### src/rtl/fetch_if.sv
// Fetch unit bus bundle: instruction-memory request/response, redirect input
// and the instruction handshake toward the datapath.
interface fetch_if;
  logic        mem_req;
  logic [31:0] mem_addr;
  logic        mem_ack;
  logic [31:0] mem_rdata;
  logic        redirect;
  logic [31:0] redirect_pc;
  logic        inst_valid;
  logic        inst_ready;
  logic [31:0] inst_out;
  logic [31:0] inst_pc;

  modport master (
    output mem_req, mem_addr, inst_valid, inst_out, inst_pc,
    input  mem_ack, mem_rdata, redirect, redirect_pc, inst_ready
  );

  modport slave (
    input  mem_req, mem_addr, inst_valid, inst_out, inst_pc,
    output mem_ack, mem_rdata, redirect, redirect_pc, inst_ready
  );
endinterface

### src/rtl/fetch_unit.sv
// Instruction fetch unit: one outstanding memory read, credit-limited prefetch
// queue of {instruction, pc}, redirect flush. Define FETCH_BYPASS_EN for the empty-queue bypass.
module fetch_unit #(
  parameter int          DEPTH    = 4,
  parameter logic [31:0] RESET_PC = 32'h0000_0000
) (
  input logic     clk,
  input logic     rst,
  fetch_if.master bus
);
`ifdef FETCH_BYPASS_EN
  localparam bit BYPASS = 1'b1;
`else
  localparam bit BYPASS = 1'b0;
`endif
  localparam int PTR_W = $clog2(DEPTH);
  localparam int CNT_W = PTR_W + 1;
  localparam logic [CNT_W-1:0] FULL = CNT_W'(DEPTH);

  typedef enum logic [1:0] {IDLE = 2'd0, REQ = 2'd1, DISCARD = 2'd2} state_t;

  state_t           state_q, state_d;
  logic [31:0]      fetch_pc_q, fetch_pc_d;
  logic [31:0]      addr_q, addr_d;
  logic [PTR_W-1:0] rd_ptr_q, rd_ptr_d, wr_ptr_q, wr_ptr_d;
  logic [CNT_W-1:0] count_q, count_d;
  logic [31:0]      data_q [DEPTH];
  logic [31:0]      pcs_q  [DEPTH];

  logic empty_s, ack_ok_s, bypass_s, inst_valid_s, pop_s, push_s, credit_s, mem_req_s;

  // Next-state, queue bookkeeping and request generation
  always_comb begin
    state_d    = state_q;
    fetch_pc_d = fetch_pc_q;
    addr_d     = addr_q;
    rd_ptr_d   = rd_ptr_q;
    wr_ptr_d   = wr_ptr_q;
    count_d    = count_q;
    mem_req_s  = 1'b0;

    empty_s      = (count_q == {CNT_W{1'b0}});
    ack_ok_s     = !rst && (state_q == REQ) && bus.mem_ack && !bus.redirect;
    bypass_s     = BYPASS && empty_s && ack_ok_s;
    inst_valid_s = !rst && (!empty_s || bypass_s);
    pop_s        = inst_valid_s && !empty_s && bus.inst_ready;
    push_s       = ack_ok_s && !(bypass_s && bus.inst_ready);
    // No request is outstanding in IDLE, so the credit is occupancy net of this cycle's pop
    credit_s     = (count_q < FULL) || pop_s;

    case (state_q)
      IDLE: begin
        if (credit_s && !bus.redirect) begin
          mem_req_s = 1'b1;
          addr_d    = fetch_pc_q;
          state_d   = REQ;
        end else begin
          state_d = IDLE;
        end
      end
      REQ: begin
        mem_req_s = 1'b1;
        if (bus.mem_ack) begin
          state_d = IDLE;
          if (!bus.redirect) begin
            fetch_pc_d = fetch_pc_q + 32'd4;
          end else begin
            fetch_pc_d = fetch_pc_q;
          end
        end else if (bus.redirect) begin
          state_d = DISCARD;
        end else begin
          state_d = REQ;
        end
      end
      DISCARD: begin
        mem_req_s = 1'b1;
        if (bus.mem_ack) begin
          state_d = IDLE;
        end else begin
          state_d = DISCARD;
        end
      end
      default: begin
        state_d = IDLE;
      end
    endcase

    if (bus.redirect) begin
      fetch_pc_d = {bus.redirect_pc[31:2], 2'b00};
      rd_ptr_d   = wr_ptr_q;
      count_d    = {CNT_W{1'b0}};
    end else begin
      rd_ptr_d = rd_ptr_q + PTR_W'(pop_s);
      wr_ptr_d = wr_ptr_q + PTR_W'(push_s);
      count_d  = count_q + CNT_W'(push_s) - CNT_W'(pop_s);
    end

    mem_req_s = mem_req_s && !rst;
  end

  // State, pointers and queue storage
  always_ff @(posedge clk) begin
    if (rst) begin
      state_q    <= IDLE;
      fetch_pc_q <= RESET_PC;
      addr_q     <= RESET_PC;
      rd_ptr_q   <= {PTR_W{1'b0}};
      wr_ptr_q   <= {PTR_W{1'b0}};
      count_q    <= {CNT_W{1'b0}};
      for (int i = 0; i < DEPTH; i++) begin
        data_q[i] <= 32'h0000_0000;
        pcs_q[i]  <= 32'h0000_0000;
      end
    end else begin
      state_q    <= state_d;
      fetch_pc_q <= fetch_pc_d;
      addr_q     <= addr_d;
      rd_ptr_q   <= rd_ptr_d;
      wr_ptr_q   <= wr_ptr_d;
      count_q    <= count_d;
      if (push_s) begin
        data_q[wr_ptr_q] <= bus.mem_rdata;
        pcs_q[wr_ptr_q]  <= addr_q;
      end
    end
  end

  // While a request is in flight the address comes from its own latch, so a redirect cannot disturb it
  assign bus.mem_req    = mem_req_s;
  assign bus.mem_addr   = rst ? RESET_PC : ((state_q == IDLE) ? fetch_pc_q : addr_q);
  assign bus.inst_valid = inst_valid_s;
  assign bus.inst_out   = rst ? 32'h0000_0000 : (bypass_s ? bus.mem_rdata : data_q[rd_ptr_q]);
  assign bus.inst_pc    = rst ? 32'h0000_0000 : (bypass_s ? addr_q : pcs_q[rd_ptr_q]);
endmodule

### src/flat_wrapper.sv
// flat-port wrapper written by rule: the top's interface ports become plain ports
module fetch_unit_flat 
#(
  parameter int          DEPTH    = 4,
  parameter logic [31:0] RESET_PC = 32'h0000_0000
)
  (clk, rst, bus_mem_req, bus_mem_addr, bus_inst_valid, bus_inst_out, bus_inst_pc, bus_mem_ack, bus_mem_rdata, bus_redirect, bus_redirect_pc, bus_inst_ready);
  fetch_if bus_i ();
  input logic clk;
  input logic rst;
  output wire logic [$bits(bus_i.mem_req)-1:0] bus_mem_req;
  output wire logic [$bits(bus_i.mem_addr)-1:0] bus_mem_addr;
  output wire logic [$bits(bus_i.inst_valid)-1:0] bus_inst_valid;
  output wire logic [$bits(bus_i.inst_out)-1:0] bus_inst_out;
  output wire logic [$bits(bus_i.inst_pc)-1:0] bus_inst_pc;
  input wire logic [$bits(bus_i.mem_ack)-1:0] bus_mem_ack;
  input wire logic [$bits(bus_i.mem_rdata)-1:0] bus_mem_rdata;
  input wire logic [$bits(bus_i.redirect)-1:0] bus_redirect;
  input wire logic [$bits(bus_i.redirect_pc)-1:0] bus_redirect_pc;
  input wire logic [$bits(bus_i.inst_ready)-1:0] bus_inst_ready;
  assign bus_mem_req = bus_i.mem_req;
  assign bus_mem_addr = bus_i.mem_addr;
  assign bus_inst_valid = bus_i.inst_valid;
  assign bus_inst_out = bus_i.inst_out;
  assign bus_inst_pc = bus_i.inst_pc;
  assign bus_i.mem_ack = bus_mem_ack;
  assign bus_i.mem_rdata = bus_mem_rdata;
  assign bus_i.redirect = bus_redirect;
  assign bus_i.redirect_pc = bus_redirect_pc;
  assign bus_i.inst_ready = bus_inst_ready;
  fetch_unit #(.DEPTH(DEPTH), .RESET_PC(RESET_PC)) u_core (.clk(clk), .rst(rst), .bus(bus_i));
endmodule
### config.mk
export PLATFORM = sky130hd
export DESIGN_NAME = fetch_unit_flat
export DESIGN_NICKNAME = d
export VERILOG_FILES = /design/src/rtl/fetch_if.sv /design/src/rtl/fetch_unit.sv /design/src/flat_wrapper.sv
export SDC_FILE = /design/constraint.sdc
export NUM_CORES = 1
export LEC_CHECK = 0
export ABC_AREA = 1
export CAP_MARGIN = 20
export CORE_MARGIN = 2
export CORE_UTILIZATION = 64
export DETAILED_ROUTE_END_ITERATION = 16
export DONT_BUFFER_PORTS = 1
export PLACE_DENSITY = 0.8
export SKIP_LAST_GASP = 1
export SLEW_MARGIN = 20
export SYNTH_ARGS = -nofsm -noshare
export SYNTH_HDL_FRONTEND = slang
export SYNTH_SLANG_ARGS = --single-unit
export TNS_END_PERCENT = 30
### constraint.sdc
create_clock -name clk -period 8.9 [get_ports clk]
set_input_delay 0.89 -clock clk [delete_from_list [all_inputs] [get_ports clk]]
set_output_delay 0.89 -clock clk [all_outputs]
set_load 0.02 [all_outputs]
==> results.sh, run 1 <==
export IMPL_yosysMostFrequentCell="nor2_1"
export IMPL_syn_inst=1663
export IMPL_die_w_um=156.3
export IMPL_cts_hold_buf=0
export IMPL_place_area_um2=14770
export IMPL_portBuffers=0
export IMPL_seq_area_um2=8833
export IMPL_syn_avg_cell_area_um2=8.922
export IMPL_grt_pass1_wl_um=57130
export IMPL_crit_path_max_incr_delay_ns=0.68
export IMPL_multi_input_area_um2=5011
export IMPL_yosysTopAreaCellShare_pct=50.19
export IMPL_synth_top_area_cell="edfxtp_1"
export IMPL_layout_drive_gt1_share_pct=5.328
export IMPL_power_density_nw_per_um2=206.8
export IMPL_synthToLayoutAreaGrowth_pct=6.730
export IMPL_crit_arrival_ns=3.28
export IMPL_cts_tree="built"
export IMPL_diodes=0
export IMPL_start_kind="register"
export IMPL_ys_seq_area_share_pct=59.50
export IMPL_status="completed"
export IMPL_maxCapViolations=0
export IMPL_setup_viol=0
export IMPL_r2r_start="u_core.state_q[1]"
export IMPL_path_clk_slew_ns=0.06
export IMPL_cp_max_fo=76
export IMPL_clock_root_buffer="clkbuf_16"
export IMPL_htree_levels=2
export IMPL_end_kind="primary output"
export IMPL_crit_buf_inv=2
export IMPL_timing_final_crit_share_pct=46.89
export IMPL_grt_ovfl_total=0
export IMPL_slew_headroom_pct=33.08
export IMPL_fmax_mhz=239.6
export IMPL_wl_per_cell_um=19.00
export IMPL_io_pins=167
export IMPL_grt_max_degree=84
export IMPL_synth_area_um2=14840
export IMPL_coreArea_um2=22710
export IMPL_synth_edf_count=248
export IMPL_num_vias=11360
export IMPL_ys_types=39
export IMPL_finalHoldViolations=0
export IMPL_cp_startpoint="u_core.rd_ptr_q[0]"
export IMPL_postRouteAntennaNets=0
export IMPL_antenna_found_initial=0
export IMPL_synth_area_top_cells="edfxtp_1 50%, nor2_1 14%, dfxtp_1 9.3%"
export IMPL_vias_per_cell=5.925
export IMPL_p_total_mw=3.275
export IMPL_crit_chain="inv_2 > buf_4 > o21ai_0 > a21oi_1"
export IMPL_pre_cts_ws_ns=4.855
export IMPL_clockBufferDepth=3
export IMPL_worst_pin_slew_ns=1.004
export IMPL_finalNonFillerCells=1918
export IMPL_num_rows=55
export IMPL_nFillCells=1721
export IMPL_worstHoldStart="bus_mem_ack"
export IMPL_critPathKind="register to primary output"
export IMPL_p_leak_nw=5.825
export IMPL_hold_ws_ns=0.4599
export IMPL_gp_congestion=0.9971
export IMPL_post_place_cells=1856
export IMPL_required_ns=8.01
export IMPL_final_area_um2=15840
export IMPL_finalWirelength_um=36430
export IMPL_slew_violations=0
export IMPL_ir_drop_v=0.0001482
export IMPL_synth_commonest_cells="536 x nor2_1, 248 x edfxtp_1, 218 x o21ai_0"
export IMPL_hold_class="primary input to register"
export IMPL_yosysWarnings=0
export IMPL_async_flop_share_pct=0
export IMPL_clk_latency_ns=0.51
export IMPL_ys_ff_latch=317
export IMPL_setup_tns_ns=0
export IMPL_numCtsBuffers=34
export IMPL_period_needed_ns=4.173
export IMPL_first_pass_iters=7
export IMPL_nets=1686
export IMPL_cts_resized_gates=0
export IMPL_fin_ws_ns=4.727
export IMPL_synth_ff_type="edfxtp_1"
export IMPL_final_core_util_pct=69.73
export IMPL_fin_skew_ns=0.009906
export IMPL_place_hpwl_um=20320
export IMPL_post_cts_buffers=0
export IMPL_slowest_stage="inv_2"
export IMPL_dieArea_um2=24420
export IMPL_initial_core_util_pct=65.33
export IMPL_drc=0
export IMPL_die_height_um=156.3
export IMPL_rsz0062_at_grt="false"
export IMPL_grt_usage_pct=30.03
export IMPL_drt_iter0_drc=1298
export IMPL_cp_top_family="buffers and inverters"
export IMPL_clock_sinks=317
export IMPL_grt_pass1_vias=11090
==> placed cells by master, fill, tap and decap left out, types with 11 or more instances in the layout <==
master / instances
buf_4: 13
edfxtp_1: 248
clkbuf_16: 37
nand2_1: 116
clkinv_2: 11
a21oi_1: 143
nor2_1: 535
a32oi_1: 12
nand3_1: 22
o21ai_0: 218
dfxtp_1: 67
inv_1: 120
nor3_1: 13
==> path summary, 6_finish.rpt <==
| check | endpoint | slack (ns) | cells past startpoint |
|---|---|---|---|
| hold / removal | u_core.state_q[1] | 0.46 | 1 |
| setup reg to reg | u_core.data_q[1][11] | 5.09 | 9 |
| hold reg to reg | u_core.fetch_pc_q[31] | 0.52 | 2 |
| setup / recovery | bus_inst_pc[14] | 4.73 | 4 |
==> power breakdown <==
| part | total (mW) | internal (mW) | switching, mW |
|---|---|---|---|
| logic | 0.243 | 0.0509 | 0.192 |
| registers | 1.69 | 1.66 | 0.0306 |
| clock network | 1.35 | 0.786 | 0.560 |
| total | 3.28 | 2.49 | 0.782 |
==> state kept, by name, summed over array words and instances (netlist names) <==
signal	flops
u_core.state_q	2
u_core.rd_ptr_q	2
u_core.count_q	3
u_core.addr_q	30
u_core.pcs_q	120
u_core.wr_ptr_q	2
u_core.data_q	128
u_core.fetch_pc_q	30
==> layout make-up <==
cell class              count  share of cell area (%)
inverters                 127                   3.010
repair buffers             13                  0.6163
clock inverters            17                  0.6558
flip-flops and latches    317                   55.78
well taps                 285                   2.252
multi-input cells        1114                   31.65
clock buffers              45                   6.037
==> per-layer routing <==
| layer | track usage [%] | vias up | part of all wire [%] |
|---|---|---|---|
| li1 | - | 5415 | - |
| met3 | 6.979 | 80 | 10 |
| met5 | 0 | - | 0 |
| met2 | 50.14 | 596 | 48 |
| met1 | 37.81 | 5273 | 39 |
| met4 | 12.84 | 0 | 3.2 |
==> worst register-to-register path: stages (launching register included) <==
cell and delay [ns]:
dfxtp_1 0.33, inv_1 0.08, ha_1 0.19, nand2_1 0.22, nor2_4 0.44, inv_2 0.10
nor2_4 0.15, nand2_4 0.49, nand2_2 0.73, buf_4 0.65
==> cell families after synthesis <==
family	Yosys count	share of synthesized area (%)
other	1	0.02528
DFF	317	59.50
adders and majority gates	10	0.8939
AOI/OAI and AO/OA	385	13.43
buffers and inverters	235	6.957
and+or+nand+nor	709	18.84
xor gates and xnor gates	6	0.3542
Note: power is estimated with default switching activity, not from simulation.
==> run 2, diff against run 1 <==
- clock period: 8.9 -> 4.14 ns (I/O delays scaled with it)
==> run 2 against run 1 <==
Net effect:
- hold slack worse by 0.44 ns
- utilization rose by 1.0 points
- sequential share of layout area decreased by 0.80 points
- clock power grew 130%
- routed wire length rose by 1.7%
- critical path depth unchanged
- highest routed layer unchanged
==> results.sh, run 2 (synthesized netlist as in run 1, its figures left out) <==
export IMPL_status="completed"
export IMPL_pwr_share_comb_pct=7.5
export IMPL_cp_max_fo=65
export IMPL_num_rows=55
export IMPL_first_pass_iters=6
export IMPL_initial_core_util_pct=65.33
export IMPL_slew_violations=0
export IMPL_io_pins=167
export IMPL_clock_root_buffer="clkbuf_16"
export IMPL_fmax_mhz=291.9
export IMPL_ir_drop_v=0.0002940
export IMPL_place_hpwl_um=21310
export IMPL_nets=1698
export IMPL_setup_tns_ns=0
export IMPL_fin_skew_ns=0.01375
export IMPL_p_int_mw=5.549
export IMPL_p_leak_nw=5.930
export IMPL_maxCapViolations=0
export IMPL_path_clk_slew_ns=0.06
export IMPL_layout_commonest_cell="nor2_1"
export IMPL_htree_levels=2
export IMPL_cts_tree="built"
export IMPL_drc=0
export IMPL_clk_latency_ns=0.51
export IMPL_drt_iter0_drc=1159
export IMPL_crit_path_max_incr_delay_ns=0.73
export IMPL_coreArea_um2=22710
export IMPL_gp_congestion=0.9844
export IMPL_grt_pass1_wl_um=57040
export IMPL_p_sw_share_pct=23.26
export IMPL_rsz0062_at_grt="false"
export IMPL_clockBufferDepth=3
export IMPL_portBuffers=0
export IMPL_grt_usage_pct=30.33
export IMPL_clock_sinks=317
export IMPL_grt_max_degree=75
export IMPL_crit_arrival_ns=3.01
export IMPL_critPathKind="register to primary output"
export IMPL_seqPwrFrac_pct=50.2
export IMPL_vias_per_cell=5.938
export IMPL_synthToLayoutAreaGrowth_pct=8.273
export IMPL_r2r_cells=9
export IMPL_cts_resized_gates=0
export IMPL_start_kind="register"
export IMPL_post_cts_buffers=0
export IMPL_final_cell_mix="535 x nor2_1, 248 x edfxtp_1, 218 x o21ai_0, 143 x a21oi_1, 120 x inv_1"
export IMPL_period_needed_ns=3.425
export IMPL_postRouteAntennaNets=0
export IMPL_required_ns=3.73
export IMPL_crit_buf_inv=2
export IMPL_numCtsBuffers=34
export IMPL_slowest_stage="inv_2"
export IMPL_reg_top3="u_core.data_q (128), u_core.pcs_q (120)"
export IMPL_worst_path_stages=4
export IMPL_final_area_um2=16060
export IMPL_antenna_found_initial=0
export IMPL_diodes=0
export IMPL_holdPathStages=2
export IMPL_grt_ovfl_total=0
export IMPL_place_area_um2=14910
export IMPL_timing_final_crit_share_pct=82.74
export IMPL_crit_chain="inv_2 > buf_4 > o21ai_0 > a21oi_1"
export IMPL_largest_register="u_core.data_q"
export IMPL_cp_top_family="buffers and inverters"
export IMPL_layout_drive_gt1_share_pct=5.900
export IMPL_num_vias=11460
export IMPL_power_density_nw_per_um2=450.1
export IMPL_die_height_um=156.3
export IMPL_finalHoldViolations=0
export IMPL_end_kind="primary output"
export IMPL_largest_reg_flops=128
export IMPL_hold_class="primary input to register"
export IMPL_die_w_um=156.3
export IMPL_finalWirelength_um=37060
export IMPL_dieArea_um2=24420
export IMPL_slew_headroom_pct=34.74
export IMPL_switching_power_mw=1.682
export IMPL_p_clk_share_pct=42.3
export IMPL_grt_pass1_vias=10820
export IMPL_worst_pin_slew_ns=0.9788
export IMPL_setup_viol=0
export IMPL_wl_per_cell_um=19.21
==> run 2: cell type report <==
type	instances	area, um2
sequential	317	8833
fill	1688	6645
multi-input combinational	1114	5021
clock buffer	47	994.7
inverter	127	476.7
tap	285	356.6
timing repair buffer	25	242.7
clock inverter	14	138.9
==> run 2: per-stage QoR <==
stage	power [mW]	util [%]	std cells	hold slack, ns	worst slack (ns)
after floorplan	4.091	-	1666	0.4674	1.044
after global placement	4.204	65.65	1866	0.4810	1.307
after detailed placement	4.225	65.65	1866	0.4880	1.302
after CTS	7.252	70.73	1929	0.006529	0.7355
after global routing	7.452	70.74	1929	0.01984	0.5293
final	7.231	70.74	1929	0.01741	0.7145
==> run 2: timing repair <==
action                     CTS  global route
setup endpoints to repair    0             0
hold buffers                 2             0
hold endpoints to repair    17             0
==> run 2: routing by layer <==
metal  vias to the layer above  track usage [%]  share of wire [%]
met2                       585            51.90                 49
met1                      5349            38.85                 39
met3                        80            6.757                9.9
met4                         0            9.393                2.5
met5                         -                0                  0
li1                       5441                -                  -
==> run 2: final timing paths <==
kind | startpoint | slack, ns | end
min | bus_redirect_pc[10] | 0.02 | u_core.fetch_pc_q[10]
max reg2reg | u_core.state_q[1] | 1.38 | u_core.data_q[1][20]
max | u_core.rd_ptr_q[0] | 0.71 | bus_inst_out[19]
min reg2reg | u_core.fetch_pc_q[31] | 0.51 | u_core.fetch_pc_q[31]
==> run 2: power groups by stage <==
stage | Clock (mW) | Combinational [mW] | Sequential, mW
global placement | 0 | 0.520 | 3.68
global route | 3.21 | 0.600 | 3.64
finish | 3.06 | 0.543 | 3.63
CTS | 3.09 | 0.541 | 3.63
detailed placement | 0 | 0.533 | 3.69
floorplan | 0 | 0.417 | 3.67
==> run 3, diff against run 2 <==
- clock period: 4.14 -> 3.6 ns (I/O delays scaled with it)
==> run 3 against run 2 <==
Net effect:
- via count rose by 1.4%
- hold slack worse by 0.015 ns
- register-to-register slack got worse by 0.23 ns
- critical path depth up 1
- global-route usage shrank 0.16 points
- critical endpoint is now bus_inst_pc[18]
- largest cell class unchanged
==> results.sh, run 3 (synthesized netlist as in run 1, its figures left out) <==
export IMPL_htree_levels=2
export IMPL_die_height_um=156.3
export IMPL_slew_violations=0
export IMPL_cts_hold_buf=14
export IMPL_finalWirelength_um=36800
export IMPL_coreArea_um2=22710
export IMPL_largest_reg_flops=128
export IMPL_setup_tns_ns=0
export IMPL_fin_skew_ns=0.01301
export IMPL_ir_drop_v=0.0003258
export IMPL_nets=1728
export IMPL_place_hpwl_um=21250
export IMPL_first_pass_iters=8
export IMPL_clockBufferDepth=3
export IMPL_p_leak_nw=6.087
export IMPL_hold_class="primary input to register"
export IMPL_num_rows=55
export IMPL_fmax_mhz=346.8
export IMPL_initial_core_util_pct=65.33
export IMPL_status="completed"
export IMPL_slew_headroom_pct=37.83
export IMPL_diodes=0
export IMPL_dieArea_um2=24420
export IMPL_io_pins=167
export IMPL_setup_viol=0
export IMPL_critPathKind="register to primary output"
export IMPL_gp_congestion=0.9800
export IMPL_end_kind="primary output"
export IMPL_timing_final_crit_share_pct=80.09
export IMPL_hold_end="u_core.fetch_pc_q[5]"
export IMPL_vias_per_cell=5.933
export IMPL_reg_top3="u_core.data_q (128), u_core.pcs_q (120)"
export IMPL_post_cts_buffers=0
export IMPL_largest_register="u_core.data_q"
export IMPL_layout_drive_gt1_share_pct=6.754
export IMPL_antenna_found_initial=0
export IMPL_period_needed_ns=2.883
export IMPL_portBuffers=0
export IMPL_grt_ovfl_total=0
export IMPL_rr_endpoint="u_core.data_q[1][4]"
export IMPL_r2r_cells=9
export IMPL_numCtsBuffers=34
export IMPL_p_total_mw=8.352
export IMPL_crit_arrival_ns=2.52
export IMPL_final_cell_mix="536 x nor2_1, 248 x edfxtp_1, 218 x o21ai_0, 143 x a21oi_1, 120 x inv_1"
export IMPL_clk_latency_ns=0.50
export IMPL_cp_max_fo=51
export IMPL_synthToLayoutAreaGrowth_pct=10.34
export IMPL_worst_pin_slew_ns=0.9312
export IMPL_holdPathStages=2
export IMPL_dr_wl_met3_um=3548
export IMPL_die_w_um=156.3
export IMPL_drt_iter0_drc=1175
export IMPL_r2r_start="u_core.state_q[1]"
export IMPL_required_ns=3.24
export IMPL_num_vias=11620
export IMPL_rsz0062_at_grt="false"
export IMPL_clock_sinks=317
export IMPL_grt_usage_pct=30.18
export IMPL_nFillCells=1685
export IMPL_layout_commonest_cell="nor2_1"
export IMPL_start_kind="register"
export IMPL_grt_pass1_wl_um=57280
export IMPL_wl_met1_um=14000
export IMPL_postRouteAntennaNets=0
export IMPL_drc=0
export IMPL_routed_wl_met2_um=18040
export IMPL_power_density_nw_per_um2=510.2
export IMPL_clock_root_buffer="clkbuf_16"
export IMPL_cts_tree="built"
export IMPL_highest_layer="met4"
export IMPL_path_clk_slew_ns=0.07
export IMPL_grt_max_degree=75
export IMPL_cts_resized_gates=0
export IMPL_maxCapViolations=0
export IMPL_wl_per_cell_um=18.80
export IMPL_finalHoldViolations=0
export IMPL_reg2reg_slack_ns=1.15
export IMPL_worstHoldStart="bus_redirect_pc[5]"
export IMPL_grt_pass1_vias=11300
## run 3: routing by layer
| metal | global-route usage, % | up-vias |
|---|---|---|
| met5 | 0 | - |
| li1 | - | 5488 |
| met2 | 51.10 | 619 |
| met3 | 5.926 | 97 |
| met1 | 38.41 | 5413 |
| met4 | 12.23 | 0 |
## run 3: layout make-up
type	instances	area, um2	share of cell area (%)
Inverter	127	476.7	2.912
Clock inverter	16	176.4	1.078
Multi-Input combinational cell	1114	5019	30.66
Sequential cell	317	8833	53.96
Clock buffer	44	960.9	5.870
Tap cell	285	356.6	2.178
Timing Repair Buffer	55	548.0	3.348
## run 3: power by group
part,switching (mW),internal (mW),leakage (nW),total [mW]
logic,0.493,0.166,2.41,0.659
registers,0.0751,4.09,3.13,4.17
clock network,1.36,2.17,0.553,3.52
## run 3: critical path, stage by stage, from the launching register on
cell and delay [ns]:
dfxtp_4 0.48, buf_4 0.52, nor2_1 0.12, nor2_1 0.16, o21ai_0 0.15, a21oi_1 0.56
## run 3: worst max-delay path by stage
stage	start	endpoint
3_5_place_dp	u_core.state_q[1]	u_core.data_q[1][4]
5_1_grt	u_core.rd_ptr_q[0]	bus_inst_pc[18]
2_1_floorplan	u_core.state_q[1]	u_core.data_q[3][0]
6_report	u_core.rd_ptr_q[0]	bus_inst_pc[18]
3_3_place_gp	u_core.state_q[1]	u_core.data_q[3][9]
4_1_cts	u_core.rd_ptr_q[0]	bus_inst_pc[18]
## run 3: stage by stage
step                      hold WS, ns  cells  worst slack [ns]  instance area (um2)  util (%)
final                        0.002334   1958            0.7168                16370     72.09
after floorplan                0.4393   1666            0.5041                14860         -
after global placement         0.4430   1884             1.244                15090     66.46
after CTS                   0.0001892   1958            0.7306                16370     72.09
after global routing          0.01255   1958            0.5550                16370     72.09
after detailed placement       0.4397   1884             1.187                15090     66.46
